### src/rtl/en_delay_line.sv
// Enable-gated delay line with per-stage valid bits, run-time output tap,
// synchronous flush and a registered occupancy count.
module en_delay_line #(
  parameter int unsigned WIDTH = 4,
  parameter int unsigned DEPTH = 2,
  localparam int unsigned SELW = $clog2(DEPTH + 1)
) (
  input  logic             clk,
  input  logic             rst,
  input  logic             en,
  input  logic             in_valid,
  input  logic [WIDTH-1:0] in_data,
  input  logic             flush,
  input  logic [SELW-1:0]  dly_sel,
  output logic             out_valid,
  output logic [WIDTH-1:0] out_data,
  output logic [SELW-1:0]  occupancy
);

  logic [WIDTH-1:0] stage_q [DEPTH];
  logic [WIDTH-1:0] stage_d [DEPTH];
  logic [DEPTH-1:0] vld_q;
  logic [DEPTH-1:0] vld_d;
  logic [SELW-1:0]  occ_d;
  int unsigned      tap;

  // Next stage contents: flush clears, enable shifts, otherwise hold
  always_comb begin
    stage_d = stage_q;
    vld_d   = vld_q;
    if (flush) begin
      for (int i = 0; i < int'(DEPTH); i++) begin
        stage_d[i] = '0;
      end
      vld_d = '0;
    end else if (en) begin
      stage_d[0] = in_data;
      vld_d[0]   = in_valid;
      for (int i = 1; i < int'(DEPTH); i++) begin
        stage_d[i] = stage_q[i-1];
        vld_d[i]   = vld_q[i-1];
      end
    end
  end

  // Occupancy follows the next-state valid bits so it lands on the same edge
  always_comb begin
    occ_d = '0;
    for (int i = 0; i < int'(DEPTH); i++) begin
      occ_d = occ_d + SELW'(vld_d[i]);
    end
  end

  always_ff @(posedge clk) begin
    if (rst) begin
      for (int i = 0; i < int'(DEPTH); i++) begin
        stage_q[i] <= '0;
      end
      vld_q     <= '0;
      occupancy <= '0;
    end else begin
      stage_q   <= stage_d;
      vld_q     <= vld_d;
      occupancy <= occ_d;
    end
  end

  // Tap select: zero and out-of-range values clamp to the last stage
  always_comb begin
    tap = DEPTH - 32'd1;
    if (dly_sel != '0 && 32'(dly_sel) <= DEPTH) begin
      tap = 32'(dly_sel) - 32'd1;
    end
  end

  // Invalid words are masked to zero so stale data never leaks downstream
  always_comb begin
    out_valid = 1'b0;
    out_data  = '0;
    for (int i = 0; i < int'(DEPTH); i++) begin
      if (32'(i) == tap) begin
        out_valid = vld_q[i];
        out_data  = vld_q[i] ? stage_q[i] : '0;
      end
    end
  end

endmodule

### config.mk
export PLATFORM = sky130hd
export DESIGN_NAME = en_delay_line
export DESIGN_NICKNAME = d
export VERILOG_FILES = /design/src/rtl/en_delay_line.sv
export SDC_FILE = /design/constraint.sdc
export NUM_CORES = 1
export LEC_CHECK = 0
export BUFFER_PORTS_ARGS = -buffer_cell sky130_fd_sc_hd__buf_2
export CAP_MARGIN = 10
export CORE_AREA = 2 2 39 41
export DETAILED_ROUTE_END_ITERATION = 12
export DIE_AREA = 0 0 41 43
export GPL_ROUTABILITY_DRIVEN = 0
export PLACE_DENSITY = 0.66
export SLEW_MARGIN = 20
export SYNTH_ARGS = -nofsm -noshare
export SYNTH_HDL_FRONTEND = slang
export SYNTH_SLANG_ARGS = --single-unit
### constraint.sdc
create_clock -name clk -period 1.3 [get_ports clk]
set_input_delay 0.13 -clock clk [delete_from_list [all_inputs] [get_ports clk]]
set_output_delay 0.13 -clock clk [all_outputs]
set_load 0.01 [all_outputs]
==> results.md, run 1 <==
- Vias in the first global route: 398
- CP max-delay cell: dfxtp_1
- Layout area overhead: 20.6%
- Max_slew headroom: 0.769
- Synth top area share: 0.445
- Max Cap Viol: 0
- Area leader, netlist: dfxtp_1
- Achievable clock frequency: 0.844 GHz
- Total Wirelength: 868 microns
- Synth top area cells: dfxtp_1, mux2i_1, nor2_1, nand2_1, mux2_4
- Root buf cell: clkbuf_4
- Clock transition at path regs: 0.07 ns
- PortBufs: 17
- Effective utilization at floorplan: 0.390
- Synthesized instance count: 55
- Count of different cell masters after synthesis: 12
- Hpwl dp: 682 microns
- Post-CTS Hold Buffers: 0
- Post-Route Setup TNS: 0 ns
- Cell Chain, Critical Path: nand2_1 > mux2i_1 > buf_2
- Clock H-tree levels: 1
- Vias: 410
- WHS Path Cells: 2
- Fin crit share: 0.912
- Pins over their slew limit: 0
- Commonest non-fill, non-tap cell in the layout: buf_2
- Worst setup SP type: flop
- Hold WS: 0.0445 ns
- Post-CTS setup buffer count: 0
- Min-Delay Path Class: in2reg
- Final non-filler cell total: 89
- Post-synth net total: 67
- Vias per inst: 4.61
- Ant. Diodes: 0
- Tot GR Track Use: 0.124
- Leak Pwr: 0.333 nW
- Setup CP Type: reg2out
- Initial antenna violation count: 0
- Peak supply drop: 0.000486 V
- Mean Syn Cell Area: 9.80 sq um
- RSZ-0062 raised after global routing: no
- Hold Fails Final Rpt: 0
- Synth Register Bits: 12
- Iteration-0 DRC Markers: 3
- CP peak stage delay: 0.44 ns
- FP Rows: 14
- Main combinational cell family by area after synthesis: multiplexers
- Die Height: 43 microns
- # nets final: 87
- CP arrival: 1.06 ns
- DRC: 0
- Clk Latency, worst-skew pair: 0.25 ns
- PwrDens: 1000 nW/um^2
- Post-synthesis mux area share: 0.288
- Core region area: 1380 sq um
- Width of the die: 41 microns
- Synth Area in XOR/XNOR: 0
- Worst-margin pin slew: 0.347 ns
- Cts repair resizes: 0
- Crit path max fanout: 7
- Pre-CTS setup slack: 0.169 ns
- R2R cell count: 4
- Synth Cell Area: 539 sq um
- Die area: 1760 sq um
- Antenna-violating nets left: 0
- # clock sinks: 12
- Post-Synth Simple-Gate Area: 0.200
- CTS tree: done
- Period minus WS final: 1.19 ns
- Final setup viols: 0
- Drt first pass iters: 2
- Most frequent cells in the layout: buf_2, mux2i_1, nor2_1, dfxtp_1, nand2_1
- Worst Skew: 0.00322 ns
- CTS Buffer Depth: 2
- Avg WL per Cell: 9.75 microns
- Inserted Clock Buffers: 3
- Proportion of synthesized chip area in sequential cells: 0.445
- Share of cells above drive strength 1: 0.315
- First-pass GRT wire length: 1490 microns
- Final worst setup slack: 0.115 ns
- Io pins: 18
- Compound-gate portion of the synthesized area: 0
- Crit path capture type: output pin
- Critical Path RT: 1.17 ns
- Yosys warnings: 0
- Outcome: finished, final reports clean
- Largest net degree at the start of global routing: 11
- Grt ovf: 0
- Placed cells: 86
- Adder-cell share of the synthesized area: 0.0232
## path summary, 6_finish.rpt
check / start / slack (ns) / endpoint
hold / removal: rst / 0.04 / occupancy[0]
setup / recovery: vld_q[0] / 0.11 / out_data[3]
hold reg to reg: stage_q[1] / 0.50 / stage_q[1]
setup reg to reg: vld_q[0] / 0.16 / occupancy[0]
## synthesized netlist by cell type
master / instances
nor2_1: 12
dfxtp_1: 12
or2_1: 1
nand2_1: 8
buf_6: 1
ha_1: 1
nor2b_1: 2
mux2_4: 1
nand2b_4: 1
buf_2: 1
buf_4: 1
mux2i_1: 14
## logic make-up (layout without fill, tap and decap cells)
| logic type | count (synthesis) | count (layout) |
|---|---|---|
| and+or+nand+nor | 24 | 24 |
| muxes | 15 | 15 |
| buffers and inverters | 3 | 21 |
| adders and majority gates | 1 | 1 |
| DFF | 12 | 12 |
## area by class of cell
class                   instances  area, sq um
fillers                       135          733
multi-input cells              40          275
flip-flops and latches         12          240
repair buffers                 18         92.6
clock buffers                   3         22.5
well taps                      16         20.0
## sequential cells by signal (all words and copies together) (netlist names)
signal,cells
occupancy,2
vld_q,2
stage_q,8
## metrics by stage
step	instance area, sq um	util	power [mW]
6_report	651	0.470	0.652
5_1_grt	651	0.470	0.687
4_1_cts	651	0.470	0.658
3_5_place_dp	628	0.454	0.455
3_3_place_gp	628	0.454	0.454
2_1_floorplan	539	-	0.434
## metal layers
metal,global-route usage,part of all wire
met4,0.0600,0.0069
met2,0.169,0.46
met5,0,0
met1,0.168,0.48
met3,0.0471,0.055
## report_power, final
| group | internal (mW) | leakage [nW] | switching [mW] |
|---|---|---|---|
| Clock | 0.107 | 0.0138 | 0.0996 |
| Combinational | 0.0345 | 0.222 | 0.0304 |
| Sequential | 0.375 | 0.0973 | 0.00587 |
| Total | 0.516 | 0.333 | 0.136 |
## worst max-delay path, delay by kind of cell, from the launching register on
family	cells	cell delay, ns
buf+inv	1	0.15
simple gates	1	0.08
mux	1	0.13
flops	1	0.44
No activity file was read; power rests on OpenSTA's default activity.
==> run 2, diff against run 1 <==
--- a/config.mk
+++ b/config.mk
@@ -5,13 +5,13 @@
 export SDC_FILE = /design/constraint.sdc
 export NUM_CORES = 1
 export LEC_CHECK = 0
+export ABC_AREA = 1
 export BUFFER_PORTS_ARGS = -buffer_cell sky130_fd_sc_hd__buf_2
-export CAP_MARGIN = 10
 export CORE_AREA = 2 2 39 41
 export DETAILED_ROUTE_END_ITERATION = 12
 export DIE_AREA = 0 0 41 43
 export GPL_ROUTABILITY_DRIVEN = 0
-export PLACE_DENSITY = 0.66
+export PLACE_DENSITY = 0.68
 export SLEW_MARGIN = 20
 export SYNTH_ARGS = -nofsm -noshare
 export SYNTH_HDL_FRONTEND = slang
==> run 2 against run 1 <==
  * Clock power rose by 40%
  * Synthesized cell count grew 40%
  * Critical path depth grew 1
  * Combinational power rose by 24%
  * Final cell count up 28%
  * Area after synthesis grew 3.5%
  * Total power up 15%
  * Sequential cell count unchanged
  * Count of clock-buffer cells in the layout is 1 higher
  * Critical path type unchanged
  * Critical endpoint is now out_data[1]
==> results.md, run 2 <==
- Outcome: finished, final reports clean (unchanged)
- Worst setup SP type: flop (unchanged)
- Fillers: 140 (was 135)
- Mean Syn Cell Area: 7.25 sq um (was 9.80 sq um)
- Ant. Diodes: 0 (unchanged)
- Period minus WS final: 1.15 ns (was 1.19 ns)
- Worst-margin pin slew: 0.456 ns (was 0.347 ns)
- Synth async-reset ratio: 0 (unchanged)
- Proportion of synthesized chip area in sequential cells: 0.430 (was 0.445)
- Final setup viols: 0 (unchanged)
- Setup CP Type: reg2out (unchanged)
- Synth top area cells: dfxtp_1, nand2_1, a21oi_2, nand3_1, inv_1 (was dfxtp_1, mux2i_1, nor2_1, nand2_1, mux2_4)
- # nets final: 111 (was 87)
- CTS Buffer Depth: 2 (unchanged)
- Commonest cells in the netlist: nand2_1, dfxtp_1, nand3_1 (was mux2i_1, dfxtp_1, nor2_1)
- Tot GR Track Use: 0.156 (was 0.124)
- Antenna-violating nets left: 0 (unchanged)
- Die area: 1760 sq um (unchanged)
- Max Cap Viol: 0 (unchanged)
- Min-Delay Path Class: in2reg (unchanged)
- Most frequent cells in the layout: nand2_1, buf_2, dfxtp_1, nand3_1 (was buf_2, mux2i_1, nor2_1, dfxtp_1, nand2_1)
- Clk Latency, worst-skew pair: 0.27 ns (was 0.25 ns)
- Leak Pwr: 0.351 nW (was 0.333 nW)
- Largest net degree at the start of global routing: 12 (was 11)
- Max_slew headroom: 0.696 (was 0.769)
- Iteration-0 DRC Markers: 10 (was 3)
- Inserted Clock Buffers: 3 (unchanged)
- Post-synth top flop: dfxtp_1 (unchanged)
- Synth top area share: 0.430 (was 0.445)
- R2r setup slk: 0.27 ns (was 0.16 ns)
- PortBufs: 17 (unchanged)
- Fin crit share: 0.886 (was 0.912)
- PwrDens: 1080 nW/um^2 (was 1000 nW/um^2)
- Switching Share: 0.231 (was 0.208)
- Hold Fails Final Rpt: 0 (unchanged)
- Post-Route Setup TNS: 0 ns (unchanged)
- Largest Register: stage_q (unchanged)
- Multi-input gate area: 260 sq um (was 275 sq um)
- Post-CTS Hold Buffers: 0 (unchanged)
- Core region area: 1380 sq um (unchanged)
- CTS tree: done (unchanged)
- Synth Cell Area: 558 sq um (was 539 sq um)
- Io pins: 18 (unchanged)
- Cts repair resizes: 0 (unchanged)
- Final Util: 0.505 (was 0.470)
- EDFF count, synth: 0 (unchanged)
- Share of power burned in registers: 0.508 (was 0.584)
- Peak supply drop: 0.000369 V (was 0.000486 V)
- Most frequent cell after synthesis: nand2_1 (was mux2i_1)
- Largest registers: stage_q: 8 flops, occupancy: 2 flops, vld_q: 2 flops (unchanged)
- Count of different cell masters after synthesis: 12 (unchanged)
- Worst Skew: 0.00484 ns (was 0.00322 ns)
- Avg WL per Cell: 9.66 microns (was 9.75 microns)
- CP arrival: 1.02 ns (was 1.06 ns)
- Pint: 579 uW (was 516 uW)
- Effective utilization at floorplan: 0.403 (was 0.390)
- Synthesized instance count: 77 (was 55)
- Crit path max fanout: 4 (was 7)
- Vias in the first global route: 454 (was 398)
- Reg area: 240 sq um (unchanged)
- Width of the die: 41 microns (unchanged)
- Crit path capture type: output pin (unchanged)
- Clock H-tree levels: 1 (unchanged)
- Critical Path RT: 1.17 ns (about the same)
- Post-synth net total: 89 (was 67)
- FP Rows: 14 (unchanged)
- Commonest non-fill, non-tap cell in the layout: nand2_1 (was buf_2)
- Clock transition at path regs: 0.08 ns (was 0.07 ns)
- Vias: 526 (was 410)
- # clock sinks: 12 (unchanged)
- Yosys warnings: 0 (unchanged)
- Post-CTS setup buffer count: 0 (unchanged)
- Drt first pass iters: 4 (was 2)
- Initial antenna violation count: 0 (unchanged)
- Clk pwr share: 0.385 (was 0.316)
- Die Height: 43 microns (unchanged)
- Synth Register Bits: 12 (unchanged)
- Achievable clock frequency: 0.868 GHz (was 0.844 GHz)
- Total Wirelength: 1100 microns (was 868 microns)
- Largest register FFs: 8 (unchanged)
- Vias per inst: 4.61 (about the same)
- DRC: 0 (unchanged)
- Root buf cell: clkbuf_4 (unchanged)
- RSZ-0062 raised after global routing: no (unchanged)
- Comb pwr share: 0.107 (was 0.100)
- First-pass GRT wire length: 1870 microns (was 1490 microns)
- Pins over their slew limit: 0 (unchanged)
- Hpwl dp: 826 microns (was 682 microns)
- Psw: 174 uW (was 136 uW)
- Layout area overhead: 25.1% (was 20.6%)
- Area leader, netlist: dfxtp_1 (unchanged)
- Grt ovf: 0 (unchanged)
- Share of cells above drive strength 1: 0.347 (was 0.315)
-- run 2: changes by cell type after synthesis, moves of 2 or more --
cell / change
nand2_1: +18
mux2i_1: -14
nand3_1: +10
a21oi_2: +8
inv_1: +8
nor2_1: -7
inv_2: +3
nor2b_1: -2
-- run 2: area by class of cell --
class | count | share of cell area
clock buffer | 4 | 0.0520
timing repair buffer | 19 | 0.143
inverter | 11 | 0.0591
tap | 16 | 0.0287
multi-input combinational | 52 | 0.373
sequential | 12 | 0.344
-- run 2: logic make-up after synthesis --
family                   share of synthesized area
AO/OA/AOI/OAI                                0.135
adder cells (fa/ha/maj)                     0.0224
buffers and inverters                        0.103
flip-flops                                   0.430
AND/OR/NAND/NOR                              0.309
-- run 2: through the flow --
step	cell area, sq um	instances	setup WS [ns]	total power [mW]	hold WS (ns)
floorplan	558	77	0.298	0.442	0.201
global placement	662	110	0.190	0.471	0.349
global route	698	114	0.0574	0.794	0.0590
detailed placement	662	110	0.164	0.472	0.348
finish	698	114	0.148	0.752	0.0639
CTS	698	114	0.142	0.759	0.0621
-- run 2: metal layers --
metal | vias up | global-route usage | wire [microns]
li1 | 281 | - | -
met1 | 231 | 0.208 | 522
met2 | 12 | 0.219 | 522
met3 | 2 | 0.0471 | 41
met4 | 0 | 0.0800 | 14
met5 | - | 0 | 0
-- run 2: path summary, 6_finish.rpt --
kind	cells past startpoint	from	to
hold reg to reg	2	stage_q[1]	stage_q[1]
setup / recovery	4	vld_q[0]	out_data[1]
setup reg to reg	7	vld_q[0]	occupancy[0]
hold / removal	2	rst	vld_q[0]
-- run 2: worst max-delay path, cell delays in order, from the launching register on --
cell	delay (ns)
dfxtp_1	0.35
buf_4	0.14
nand3_1	0.07
nand2_1	0.07
buf_2	0.12
-- run 2: power by group through the flow --
stage                     registers (mW)  clock network [mW]  logic, mW
after floorplan                    0.393                   0     0.0485
after CTS                          0.382               0.296     0.0811
after detailed placement           0.391                   0     0.0808
final                              0.383               0.289     0.0805
after global placement             0.391                   0     0.0798
after global routing               0.384               0.317     0.0928
